[src/rtl/spi_ctrl_pkg.sv]
// Shared state encoding and default sizes for the SPI transaction sequencer.
package spi_ctrl_pkg;

    localparam int STATE_W       = 4;
    localparam int ADDR_BITS_DEF = 7;
    localparam int DATA_BITS_DEF = 8;

    typedef enum logic [STATE_W-1:0] {
        IDLE   = 4'd0,
        GET    = 4'd1,
        GOT    = 4'd2,
        READ1  = 4'd3,
        READ2  = 4'd4,
        READ3  = 4'd5,
        WRITE  = 4'd6,
        WRITE2 = 4'd7,
        DONE   = 4'd8
    } state_t;

endpackage

[src/rtl/spi_bit_counter.sv]
// Strobe counter with synchronous clear; hit flags the strobe that reaches term.
module spi_bit_counter #(
    parameter int CNT_W = 4
) (
    input  logic             clk,
    input  logic             clr,
    input  logic             en,
    input  logic [CNT_W-1:0] term,
    output logic             hit
);

    logic [CNT_W-1:0] count;

    // hit is combinational so the FSM leaves its state on the terminal strobe itself
    assign hit = en && ((count + CNT_W'(1)) == term);

    always_ff @(posedge clk) begin
        if (clr)
            count <= '0;
        else if (en)
            count <= count + CNT_W'(1);
    end

endmodule

[src/rtl/spi_txn_ctrl.sv]
// SPI slave transaction sequencer: orders address latch, shift load, memory write, MISO drive.
// Optional SPI_TXN_CNT_EN adds txn_count / abort_flag status outputs.
module spi_txn_ctrl
    import spi_ctrl_pkg::*;
#(
    parameter int ADDR_BITS = ADDR_BITS_DEF,
    parameter int DATA_BITS = DATA_BITS_DEF
) (
    input  logic               clk,
    input  logic               reset,
    input  logic               cs,
    input  logic               sclk_pos,
    input  logic               sclk_neg,
    input  logic               rw_bit,
    output logic               ad_we,
    output logic               sr_we,
    output logic               dm_we,
    output logic               miso_buff,
    output logic               busy,
`ifdef SPI_TXN_CNT_EN
    output logic [7:0]         txn_count,
    output logic               abort_flag,
`endif
    output logic [STATE_W-1:0] state_o
);

    localparam int CNT_W = $clog2(ADDR_BITS + DATA_BITS + 1);
    localparam logic [CNT_W-1:0] ADDR_TERM = CNT_W'(ADDR_BITS + 1);
    localparam logic [CNT_W-1:0] DATA_TERM = CNT_W'(DATA_BITS);

    state_t           state, nxt;
    logic             cnt_en, cnt_hit, cnt_clr;
    logic [CNT_W-1:0] cnt_term;

    always_comb begin
        cnt_en   = 1'b0;
        cnt_term = DATA_TERM;
        // Each counting state listens to exactly one strobe; the other is ignored.
        case (state)
            GET:     begin cnt_en = sclk_pos; cnt_term = ADDR_TERM; end
            WRITE:   cnt_en = sclk_pos;
            READ3:   cnt_en = sclk_neg;
            default: cnt_en = 1'b0;
        endcase
        if (cs)
            cnt_en = 1'b0;
    end

    always_comb begin
        nxt = state;
        if (cs) begin
            nxt = IDLE;
        end else begin
            case (state)
                IDLE:    nxt = GET;
                GET:     if (cnt_hit) nxt = GOT;
                GOT:     nxt = rw_bit ? READ1 : WRITE;
                READ1:   nxt = READ2;
                READ2:   nxt = READ3;
                READ3:   if (cnt_hit) nxt = DONE;
                WRITE:   if (cnt_hit) nxt = WRITE2;
                WRITE2:  nxt = DONE;
                DONE:    nxt = DONE;
                default: nxt = IDLE;
            endcase
        end
    end

    assign cnt_clr = reset || (nxt != state);

    spi_bit_counter #(.CNT_W(CNT_W)) u_cnt (
        .clk  (clk),
        .clr  (cnt_clr),
        .en   (cnt_en),
        .term (cnt_term),
        .hit  (cnt_hit)
    );

    // Enables are registered from the next state so each equals a decode of the held state.
    always_ff @(posedge clk) begin
        if (reset) begin
            state     <= IDLE;
            ad_we     <= 1'b0;
            sr_we     <= 1'b0;
            dm_we     <= 1'b0;
            miso_buff <= 1'b0;
            busy      <= 1'b0;
        end else begin
            state     <= nxt;
            ad_we     <= (nxt == GOT);
            sr_we     <= (nxt == READ2);
            dm_we     <= (nxt == WRITE2);
            miso_buff <= (nxt == READ3);
            busy      <= (nxt != IDLE);
        end
    end

    assign state_o = state;

`ifdef SPI_TXN_CNT_EN
    always_ff @(posedge clk) begin
        if (reset) begin
            txn_count  <= 8'd0;
            abort_flag <= 1'b0;
        end else begin
            if (nxt == DONE && state != DONE)
                txn_count <= txn_count + 8'd1;
            if (cs && state != IDLE && state != DONE)
                abort_flag <= 1'b1;
        end
    end
`endif

endmodule

[config.mk]
export PLATFORM = sky130hd
export DESIGN_NAME = spi_txn_ctrl
export DESIGN_NICKNAME = d
export VERILOG_FILES = /design/src/rtl/spi_ctrl_pkg.sv /design/src/rtl/spi_bit_counter.sv /design/src/rtl/spi_txn_ctrl.sv
export SDC_FILE = /design/constraint.sdc
export NUM_CORES = 1
export LEC_CHECK = 0
export BUFFER_PORTS_ARGS = -buffer_cell sky130_fd_sc_hd__buf_4
export CAP_MARGIN = 20
export CORE_MARGIN = 1
export CORE_UTILIZATION = 52
export DETAILED_ROUTE_END_ITERATION = 16
export PLACE_DENSITY_LB_ADDON = 0.12
export SLEW_MARGIN = 30
export SYNTH_ARGS = -nofsm -noshare
export SYNTH_HDL_FRONTEND = slang
export SYNTH_SLANG_ARGS = --single-unit
[constraint.sdc]
create_clock -name clk -period 2.66 [get_ports clk]
set_clock_uncertainty 0.1 [all_clocks]
set_input_delay 0.532 -clock clk [delete_from_list [all_inputs] [get_ports clk]]
set_output_delay 0.532 -clock clk [all_outputs]
set_load 0.005 [all_outputs]
# ---- Word-level counts from Yosys, hierarchy flattened
# Index checks and enable logic that the tools add are counted.
dict set report op_classes {
  n_addsub 1
  n_eq_ne 14
  mux 8
  n_reduce_logical 6
}
# operator count
set ops {}
lappend ops {{$pmux 4 s8} 1}
lappend ops {{$eq 4x3->1 const B} 7}
lappend ops {{$mux 4} 4}
lappend ops {{$eq 4x2->1 const B} 3}
lappend ops {{$eq 4x4->1 const B} 2}
lappend ops {{$add 4x1->4 const B} 1}
lappend ops {{$eq 4x1->1 const B} 1}
lappend ops {{$logic_not 4->1} 1}
lappend ops {{$ne 4x4->1} 1}
lappend ops {{$reduce_bool 4->1} 1}
lappend ops {{$reduce_or 2->1} 2}
lappend ops {{$mux 3} 1}
lappend ops {{$pmux 1 s2} 1}
lappend ops {{$logic_and 1x1->1} 1}
lappend ops {{$logic_or 1x1->1} 1}
lappend ops {{$mux 1} 1}
dict set report totals {
  output_inout_bits 9
  ff_bits 13
  input_bits 6
}

# ---- Longest topological paths before layout
# Gate-level depths: netlist of the first run.
dict set report depth {
  ltp_word 10
  mapped_depth 6
  ltp_nobuf 5
}

# ---- Hierarchy
# Synthesis of the first run repeated with hierarchy kept, for this count alone.
dict set report hier_totals {
  hier_cells 80
  hier_area_um2 734.5
}
# mod cells_per_inst seq_area_each_um2 area_each_um2 n_inst
set modules_own_cells {}
lappend modules_own_cells {spi_txn_ctrl 57 180.2 509.2 1}
lappend modules_own_cells {spi_bit_counter 23 80.1 225.2 1}

# ---- Worst setup path after synthesis of the first run
# OpenSTA, ideal clock, no wires.
dict set report synth_timing {
  path_type {input to register}
  from {input sclk_neg}
  to {register state[2], in the netlist state_o[2]}
  slack_ns 0.793
  n_path_buf 0
  path_stages 5
  t_arrival_ns 1.645
  cell_sequence {nand3b_1 a2111oi_4 a2bb2oi_4 nor2_1 o311a_1}
}
dict set report synth_between {
  elab_chain_len 6
}
# item line
set synth_rtl {}
lappend synth_rtl {{start, declared} spi_txn_ctrl.sv:13} ;# input logic sclk_neg,
lappend synth_rtl {{$pmux 1 s2 (*)} spi_txn_ctrl.sv:39} ;# case (state)
lappend synth_rtl {{$mux 1 (*)} spi_txn_ctrl.sv:45} ;# if (cs)
lappend synth_rtl {{$logic_and 1x1->1 (*)} spi_bit_counter.sv:15} ;# assign hit = en && ((count + CNT_W'(1)) == term);
lappend synth_rtl {{$mux 4 (on tied branches)} {spi_txn_ctrl.sv:61, spi_txn_ctrl.sv:56, spi_txn_ctrl.sv:60}}
lappend synth_rtl {{$pmux 4 s8 (*)} spi_txn_ctrl.sv:54} ;# case (state)
lappend synth_rtl {{$mux 4 (*)} spi_txn_ctrl.sv:51} ;# if (cs) begin
lappend synth_rtl {{end signal, assigned} spi_txn_ctrl.sv:89} ;# state <= nxt;
lappend synth_rtl {{end, declared} spi_txn_ctrl.sv:31} ;# state_t state, nxt;
# Mark *: on every way between the ends. The rest lies on a longest branch, timed or not.
# A chain may end at the register's enable or synchronous reset.

# ---- Final worst setup path of the first run
dict set report layout_timing {
  from {register state[1], in the netlist state_o[1]}
  to {register state[0], in the netlist state_o[0]}
}
dict set report layout_between {
  elab_chain_len 8
}
# item line
set layout_rtl {}
lappend layout_rtl {{$eq 4x3->1 / $eq 4x1->1 (equally long branches)} {spi_txn_ctrl.sv:39, spi_txn_ctrl.sv:54}}
lappend layout_rtl {{$reduce_or 2->1 (no source line)} -}
lappend layout_rtl {{$pmux 1 s2} spi_txn_ctrl.sv:39}
lappend layout_rtl {{$mux 1} spi_txn_ctrl.sv:45}
lappend layout_rtl {{$logic_and 1x1->1} spi_bit_counter.sv:15}
lappend layout_rtl {{$mux 4 (on tied branches)} {spi_txn_ctrl.sv:61, spi_txn_ctrl.sv:56, spi_txn_ctrl.sv:60}}
lappend layout_rtl {{$pmux 4 s8 (*)} spi_txn_ctrl.sv:54}
lappend layout_rtl {{$mux 4 (*)} spi_txn_ctrl.sv:51}
# Marks and branches as above.

==> results of run 1 <==
worst max-delay path, delay by kind of cell (launching register included):
| kind | cells | cell delay [ns] |
|---|---|---|
| xor gates and xnor gates | 1 | 0.22 |
| and+or+nand+nor | 1 | 0.19 |
| AOI/OAI and AO/OA | 3 | 0.84 |
| DFF | 1 | 0.58 |
cell type report:
| class | instances | share of cell area (%) |
|---|---|---|
| multi-input combinational | 62 | 52.0 |
| tap | 15 | 2.10 |
| clock buffer | 4 | 2.94 |
| inverter | 5 | 2.10 |
| sequential | 13 | 29.1 |
| timing repair buffer | 14 | 11.7 |
flip-flops by register name, summed over array words and instances (netlist names):
name         cells
sr_we            1
dm_we            1
miso_buff        1
busy             1
u_cnt.count      4
state_o          4
ad_we            1
kinds of logic after synthesis:
logic type / Yosys count / synth area share [%]
flip-flops: 13 / 33.8
multiplexers: 2 / 2.60
XOR/XNOR: 4 / 4.55
AND/OR/NAND/NOR: 29 / 21.8
buffers and inverters: 9 / 5.84
adder cells (fa/ha/maj): 2 / 3.25
AO/OA/AOI/OAI: 25 / 28.3
routing by layer:
layer / track usage, % / wire (microns) / up-vias / part of all wire, %
li1: - / - / 347 / -
met1: 31.4 / 813 / 319 / 49
met2: 31.7 / 684 / 29 / 41
met3: 5.00 / 122 / 6 / 7.4
met4: 10.0 / 38 / 0 / 2.3
met5: 0 / 0 / - / 0
worst min path at each step:
stage / startpoint / end / slack, ns / depth (start not counted)
after floorplan: u_cnt.count[3] / u_cnt.count[3] / 0.44 / 2
after global routing: reset / busy / 0.35 / 2
after global placement: u_cnt.count[3] / u_cnt.count[3] / 0.47 / 2
after detailed placement: u_cnt.count[3] / u_cnt.count[3] / 0.46 / 2
final: reset / busy / 0.36 / 2
after CTS: reset / busy / 0.35 / 2
power by group:
group,internal [W],leakage [nW],total (W),switching [W]
clock,0.0000582,0.0150,0.000124,0.0000654
sequential,0.000196,0.105,0.000199,0.00000297
combinational,0.0000164,0.229,0.0000331,0.0000167
total,0.000271,0.349,0.000356,0.0000850
stage by stage:
stage,setup slack [ns],cell area [sq um],hold slack [ns]
6_report,0.611,895,0.359
5_1_grt,0.439,895,0.348
4_1_cts,0.613,895,0.352
3_5_place_dp,0.568,868,0.460
3_3_place_gp,0.547,868,0.474
2_1_floorplan,0.793,771,0.440
placed cells by master, fill, tap and decap left out, types with 2 or more instances in the layout:
cell type | netlist | final
nor3_1 | 8 | 8
dfxtp_1 | 13 | 13
xor2_1 | 3 | 3
nand3b_1 | 2 | 2
inv_1 | 4 | 4
nor2_1 | 5 | 5
nand2_1 | 4 | 4
and3_1 | 2 | 2
o21ai_0 | 4 | 4
nand3_1 | 2 | 2
clkbuf_4 | 0 | 3
o2111ai_1 | 3 | 3
a21boi_0 | 2 | 2
ha_1 | 2 | 2
buf_4 | 0 | 14
a21oi_1 | 2 | 2
mux2i_1 | 2 | 2
==> run summary, run 1 <==
area of the multi-input gates -> 465 sq um
Syn Nets -> 92
area added between synthesis and finish -> 16.1%
share of cells above drive strength 1 -> 22.4%
GR Util All Layers -> 22.3%
area leader, netlist -> dfxtp_1
register area share after synthesis -> 33.8%
Synth Warn # -> 0
R2R setup slack -> 0.61 ns
Pleak -> 0.349 nW
FF-to-FF path depth -> 5
dpl hpwl -> 1170 microns
worst-path maximum fanout -> 13
vias in the first global route -> 540
Final Non-Filler Cells -> 113
Least-Margin Pin Slew -> 0.416 ns
PortBufs -> 14
maximum vdd drop -> 212 uV
Syn Std Cell Area -> 771 sq um
CTS sink count -> 13
fill count -> 114
register area -> 260 sq um
Seq cells post-synth -> 13
Hold Vio Cnt, Final -> 0
Core Footprint -> 1330 sq um
crit path to -> state_o[0]
CTS Buffer Depth -> 2
Critical R2R Launch -> state_o[1]
first-pass GRT wire length -> 2350 microns
Placed Instances -> 109
TritonRoute pass-1 iters -> 4
GRT overflow -> 0
CP Launch Type -> flip-flop
reg2reg end -> state_o[0]
crit path kind -> reg2reg
TritonCTS buffer count -> 3
# hold bufs at CTS -> 0
post-route ant nets -> 0
crit path launch -> state_o[1]
Final Max Tran Viols -> 0
n_diodes -> 0
top-count cell post-synth -> dfxtp_1
final worst path period share -> 77.0%
kind of end point of the critical path -> flip-flop
Final Util -> 67.1%
TritonCTS clock tree -> built
pin count of the biggest net entering global routing -> 14
worst-skew pair later-pin latency -> 0.28 ns
Async SR Flop Fraction -> 0%
outcome -> completed
unrepaired setup endpoints after global routing -> false
DR vias/cell -> 6.20
EDFF count, synth -> 0
die width -> 40.5 microns
worst hold path type -> in2reg
Gate Count Post-Synth -> 84
WL final -> 1660 microns
die height -> 40.5 microns
Synth area leaders -> dfxtp_1, nor3_1, a2111oi_4, a2bb2oi_4, o2111ai_1
DRC -> 0
final estimated routing congestion in global placement -> 0.912
Total Die Area -> 1640 sq um
CP required -> 2.71 ns
FMAX -> 488 MHz
Resize count post-CTS -> 0
crit-path cells -> nand3b_1 > a2111oi_4 > a2bb2oi_4 > xnor2_1 > a21oi_1
post-synth top area share -> 33.8%
Synth cell types -> 40
slowest cell delay on critical path -> 0.58 ns
Syn Area/Cell -> 9.18 sq um
H-tree Lvls -> 1
max_cap viols -> 0
routed wire length per instance -> 14.7 microns
Pwr Total -> 0.000356 W
final setup vio count -> 0
CP max stage cell -> dfxtp_1
nets -> 107
Initial Util -> 57.8%
Critical Path AT -> 2.10 ns
Max-slew headroom -> 72.2%
Post-CTS Setup Bufs -> 0
row count -> 13
Main synth FF type -> dfxtp_1
Worst-path clk slew -> 0.07 ns
antenna violations before repair -> 0
DR iter-0 viols -> 20
PD cells -> 398 nW/um^2
I/O pin total -> 15
Clock Tree Root -> clkbuf_4
min Tclk post-route -> 2.05 ns
most common library cells after synthesis -> dfxtp_1, nor3_1, nor2_1
DR vias -> 701
setup_tns -> 0 ns
Power figures use the tool's default switching activity.
==> run 2: changes to the inputs <==
- CORE_UTILIZATION: 52 -> 47
- clock period: 2.66 -> 1.68 ns (I/O delays scaled with it)
==> run 2 against run 1 <==
Net effect: the run now ends with negative setup slack left; first-iteration DRC count up 45%; global-route usage up 3.2 points; count of clock-buffer cells in the layout unchanged; hold slack worse by 0.20 ns; maximum frequency up 7.3%; combinational power up 130%; highest routed layer unchanged.
==> run summary, run 2 (synthesis gave the netlist of run 1 again) <==
Least-Margin Pin Slew -> 0.435 ns (was 0.416 ns)
violated checks -> negative setup slack
most common cell after layout, fill and taps aside -> buf_4 (unchanged)
TritonCTS clock tree -> built (unchanged)
design area -> 1190 sq um (was 895 sq um)
Worst-path clk slew -> 0.08 ns (was 0.07 ns)
H-tree Lvls -> 1 (unchanged)
Clock Tree Root -> clkbuf_4 (unchanged)
CTS sink count -> 13 (unchanged)
die height -> 42.5 microns (was 40.5 microns)
Pleak -> 0.497 nW (was 0.349 nW)
Core Footprint -> 1520 sq um (was 1330 sq um)
# hold bufs at CTS -> 0 (unchanged)
kind of end point of the critical path -> flip-flop (unchanged)
final worst slack -> -0.228 ns (was 0.611 ns)
Total Die Area -> 1810 sq um (was 1640 sq um)
TritonCTS buffer count -> 3 (unchanged)
GRT overflow -> 0 (unchanged)
PortBufs -> 14 (unchanged)
DR vias -> 838 (was 701)
maximum vdd drop -> 353 uV (was 212 uV)
slowest cell delay on critical path -> 0.54 ns (was 0.58 ns)
WL final -> 2300 microns (was 1660 microns)
I/O pin total -> 15 (unchanged)
setup_tns -> -2.47 ns (was 0 ns)
antenna violations before repair -> 0 (unchanged)
worst-skew pair later-pin latency -> 0.28 ns (about the same)
max_cap viols -> 0 (unchanged)
Critical Path AT -> 1.98 ns (was 2.10 ns)
CP max stage cell -> or4bb_4 (was dfxtp_1)
pin count of the biggest net entering global routing -> 9 (was 14)
GR Util All Layers -> 25.5% (was 22.3%)
post-route ant nets -> 0 (unchanged)
Pwr Total -> 0.000588 W (was 0.000356 W)
final worst path period share -> 114% (was 77.0%)
worst-path maximum fanout -> 7 (was 13)
Placed Instances -> 133 (was 109)
CTS Buffer Depth -> 2 (unchanged)
PD cells -> 494 nW/um^2 (was 398 nW/um^2)
DR vias/cell -> 6.03 (was 6.20)
routed wire length per instance -> 16.5 microns (was 14.7 microns)
final setup vio count -> 12 (was 0)
WL met2 -> 1080 microns (was 684 microns)
Final Max Tran Viols -> 0 (unchanged)
Max-slew headroom -> 70.8% (was 72.2%)
crit path kind -> reg2reg (unchanged)
final estimated routing congestion in global placement -> 0.968 (was 0.912)
Met1 Wirelength -> 1030 microns (was 813 microns)
die width -> 42.5 microns (was 40.5 microns)
first-pass GRT wire length -> 3480 microns (was 2350 microns)
CP required -> 1.76 ns (was 2.71 ns)
TritonRoute pass-1 iters -> 4 (unchanged)
commonest cells after routing, fill and taps aside -> buf_4, dfxtp_1, nor2_1, nor3_2 (was buf_4, dfxtp_1, nor3_1)
CP Launch Type -> flip-flop (unchanged)
area added between synthesis and finish -> 54.5% (was 16.1%)
Final Non-Filler Cells -> 139 (was 113)
Hold Vio Cnt, Final -> 0 (unchanged)
FMAX -> 524 MHz (was 488 MHz)
DRC -> 0 (unchanged)
row count -> 14 (was 13)
Post-DP Area -> 1050 sq um (was 868 sq um)
min Tclk post-route -> 1.91 ns (was 2.05 ns)
DR iter-0 viols -> 29 (was 20)
share of cells above drive strength 1 -> 54.5% (was 22.4%)
unrepaired setup endpoints after global routing -> true (was false)
WL met3 -> 169 microns (was 122 microns)
Initial Util -> 50.6% (was 57.8%)
crit-path cells -> ha_2 > or4bb_4 > a2bb2oi_4 > nor2_1 > o311a_1 (was nand3b_1 > a2111oi_4 > a2bb2oi_4 > xnor2_1 > a21oi_1)
vias in the first global route -> 775 (was 540)
outcome -> finished, violations left (was completed)
dpl hpwl -> 1590 microns (was 1170 microns)
n_diodes -> 0 (unchanged)
worst hold path type -> in2reg (unchanged)
uppermost layer routed -> met4 (unchanged)
nets -> 132 (was 107)
-- run 2: worst max-delay path: cells and delay by family (launching register included) --
kind	cells	cell delay, ns
AND/OR/NAND/NOR	2	0.61
AO/OA/AOI/OAI	2	0.56
flip-flops	1	0.34
adder cells (fa/ha/maj)	1	0.18
-- run 2: final cells by class --
cell class	count	area, sq um
clock buffers	4	26.3
fillers	100	333
inverters	5	18.8
multi-input cells	62	557
flip-flops and latches	13	265
well taps	16	20.0
repair buffers	39	304
-- run 2: power breakdown --
group	total (W)	leakage (nW)	switching, W	internal, W
Combinational	0.0000755	0.375	0.0000378	0.0000376
Sequential	0.000313	0.107	0.00000235	0.000311
Clock	0.000199	0.0150	0.000107	0.0000922
Total	0.000588	0.497	0.000147	0.000441
-- run 2: metrics by stage --
| step | utilization, % | hold slack [ns] | worst slack, ns |
|---|---|---|---|
| floorplan | - | 0.321 | -0.120 |
| global placement | 69.0 | 0.446 | -0.273 |
| detailed placement | 69.0 | 0.453 | -0.264 |
| CTS | 72.7 | 0.162 | -0.218 |
| global route | 78.2 | 0.160 | -0.279 |
| finish | 78.2 | 0.164 | -0.228 |
-- run 2: final timing paths --
check | slack (ns) | to | cells past startpoint | start
worst max-delay path | -0.23 | state_o[2] | 5 | u_cnt.count[0]
worst min-delay path | 0.16 | busy | 2 | reset
worst max register to register | -0.23 | state_o[2] | 5 | u_cnt.count[0]
worst min register to register | 0.59 | state_o[3] | 3 | state_o[3]
-- run 2: timing repair --
item                                    in CTS  in global routing
pin swaps                                    3                 11
resized for setup                            3                 20
setup buffers                                2                  1
endpoints found under the setup margin      12                 12
-- run 2: layer usage --
metal / GRT usage [%] / vias up
met5: 0 / -
met4: 8.75 / 0
met1: 35.5 / 389
met2: 39.1 / 51
li1: - / 395
met3: 5.17 / 3
==> run 3: changes to the inputs <==
--- a/config.mk
+++ b/config.mk
@@ -13,2 +13,3 @@
 export PLACE_DENSITY_LB_ADDON = 0.12
+export SKIP_LAST_GASP = 1
 export SLEW_MARGIN = 30
==> constraint.sdc (replaced) <==
create_clock -name clk -period 1.68 [get_ports clk]
set_clock_uncertainty 0.1 [all_clocks]
set_input_delay 0.252 -clock clk [delete_from_list [all_inputs] [get_ports clk]]
set_output_delay 0.252 -clock clk [all_outputs]
set_load 0.005 [all_outputs]
==> run 3 against run 2 <==
Net effect: the flow still finishes with violations (negative setup slack); sequential share of layout area fell by 0.14 points; non-clock buffer count rose by 2; total power decreased by 1.9%; count of clock-buffer cells in the layout unchanged; worst setup slack worse by 0.010 ns; hold slack worse by 0.081 ns; die area did not move; flip-flop and latch count stayed put.
==> run summary, run 3 (synthesis gave the netlist of run 1 again) <==
outcome -> finished, violations left (unchanged)
violated checks -> negative setup slack (unchanged)
GRT overflow -> 0 (unchanged)
fill count -> 94 (was 100)
unrepaired setup endpoints after global routing -> true (unchanged)
TritonCTS buffer count -> 3 (unchanged)
# hold bufs at CTS -> 0 (unchanged)
Final Util -> 80.1% (was 78.2%)
final worst slack -> -0.239 ns (was -0.228 ns)
CTS sink count -> 13 (unchanged)
Pint -> 0.000437 W (was 0.000441 W)
antenna violations before repair -> 0 (unchanged)
Final Max Tran Viols -> 0 (unchanged)
die width -> 42.5 microns (unchanged)
WL met3 -> 178 microns (was 169 microns)
WL final -> 2340 microns (was 2300 microns)
nets -> 134 (was 132)
first-pass GRT wire length -> 3260 microns (was 3480 microns)
worst-skew pair later-pin latency -> 0.28 ns (about the same)
Least-Margin Pin Slew -> 0.366 ns (was 0.435 ns)
Core Footprint -> 1520 sq um (unchanged)
CTS Buffer Depth -> 2 (unchanged)
n_diodes -> 0 (unchanged)
DR iter-0 viols -> 21 (was 29)
area added between synthesis and finish -> 58.4% (was 54.5%)
setup_tns -> -2.40 ns (was -2.47 ns)
share of cells above drive strength 1 -> 54.4% (was 54.5%)
CP required -> 1.78 ns (was 1.76 ns)
DR vias -> 861 (was 838)
Critical Path AT -> 2.02 ns (was 1.98 ns)
Max-slew headroom -> 75.4% (was 70.8%)
final setup vio count -> 12 (unchanged)
PortBufs -> 14 (unchanged)
GR Util All Layers -> 24.7% (was 25.5%)
Met1 Wirelength -> 1030 microns (about the same)
maximum vdd drop -> 550 uV (was 353 uV)
row count -> 14 (unchanged)
uppermost layer routed -> met4 (unchanged)
TritonRoute pass-1 iters -> 4 (unchanged)
DRC -> 0 (unchanged)
WL met2 -> 1100 microns (was 1080 microns)
commonest cells after routing, fill and taps aside -> buf_4, dfxtp_1, nor3_1 (was buf_4, dfxtp_1, nor2_1, nor3_2)
Seq pwr share -> 54.1% (was 53.3%)
dpl hpwl -> 1410 microns (was 1590 microns)
routed wire length per instance -> 16.6 microns (was 16.5 microns)
I/O pin total -> 15 (unchanged)
Switching Share -> 24.1% (was 25.0%)
Pleak -> 0.504 nW (was 0.497 nW)
Total Die Area -> 1810 sq um (unchanged)
max_cap viols -> 0 (unchanged)
Initial Util -> 50.6% (unchanged)
clock network fraction of total power -> 33.4% (was 33.9%)
P_sw -> 0.000139 W (was 0.000147 W)
crit path kind -> reg2reg (unchanged)
worst-path maximum fanout -> 5 (was 7)
TritonCTS clock tree -> built (unchanged)
PD cells -> 472 nW/um^2 (was 494 nW/um^2)
H-tree Lvls -> 1 (unchanged)
final estimated routing congestion in global placement -> 0.890 (was 0.968)
hold slack final -> 0.0829 ns (was 0.164 ns)
pin count of the biggest net entering global routing -> 9 (unchanged)
most common cell after layout, fill and taps aside -> buf_4 (unchanged)
vias in the first global route -> 725 (was 775)
DR vias/cell -> 6.11 (was 6.03)
post-route ant nets -> 0 (unchanged)
die height -> 42.5 microns (unchanged)
Comb pwr share -> 12.5% (was 12.8%)
worst hold path type -> in2reg (unchanged)
FMAX -> 521 MHz (was 524 MHz)
final worst path period share -> 114% (about the same)
Worst-path clk slew -> 0.08 ns (about the same)
Clock Tree Root -> clkbuf_4 (unchanged)
CP Launch Type -> flip-flop (unchanged)
min Tclk post-route -> 1.92 ns (was 1.91 ns)
kind of end point of the critical path -> flip-flop (unchanged)
Hold Vio Cnt, Final -> 0 (unchanged)
## run 3: stage by stage
step | instance area [sq um] | std cells | worst slack, ns | total power [W]
after global routing | 1220 | 141 | -0.294 | 0.000607
final | 1220 | 141 | -0.239 | 0.000577
after detailed placement | 1050 | 133 | -0.207 | 0.000385
after floorplan | 781 | 84 | -0.120 | 0.000353
after global placement | 1050 | 133 | -0.199 | 0.000385
after CTS | 1150 | 140 | -0.198 | 0.000577
## run 3: per-layer routing
layer / vias to the layer above / GRT usage, %
met5: - / 0
met4: 0 / 10.0
met3: 4 / 7.76
met2: 35 / 36.6
met1: 424 / 33.2
li1: 398 / -
## run 3: cell type report
| cell class | count | area [sq um] | share of cell area (%) |
|---|---|---|---|
| Sequential cell | 13 | 270 | 22.1 |
| Tap cell | 16 | 20.0 | 1.64 |
| Clock buffer | 4 | 26.3 | 2.15 |
| Timing Repair Buffer | 41 | 315 | 25.8 |
| Multi-Input combinational cell | 62 | 571 | 46.7 |
| Inverter | 5 | 18.8 | 1.54 |
## run 3: final timing paths
check	from	endpoint	slack, ns	cells past startpoint
hold reg to reg	u_cnt.count[1]	u_cnt.count[1]	0.48	2
hold / removal	reset	busy	0.08	2
setup reg to reg	u_cnt.count[0]	miso_buff	-0.24	6
setup / recovery	u_cnt.count[0]	miso_buff	-0.24	6
## run 3: repair_timing
| item | in CTS | in global routing |
|---|---|---|
| buffers inserted | 3 | 1 |
| endpoints found under the setup margin | 12 | 12 |
| endpoints found under the hold margin | 0 | 0 |
| cloned | 0 | 0 |
| resized for setup | 10 | 13 |
| pin swaps | 11 | 8 |
## run 3: power by group through the flow
stage	sequential, W	clock [W]	combinational [W]
6_report	0.000312	0.000193	0.0000719
5_1_grt	0.000312	0.000219	0.0000761
4_1_cts	0.000312	0.000200	0.0000656
3_5_place_dp	0.000321	0	0.0000644
3_3_place_gp	0.000321	0	0.0000642
2_1_floorplan	0.000320	0	0.0000327
## run 3: worst max-delay path: stages, from the launching register on
cell and delay (ns):
dfxtp_4 0.37, ha_4 0.16, or4bb_4 0.56, a2bb2oi_4 0.23, buf_6 0.15, xnor2_4 0.09
nor3b_2 0.18
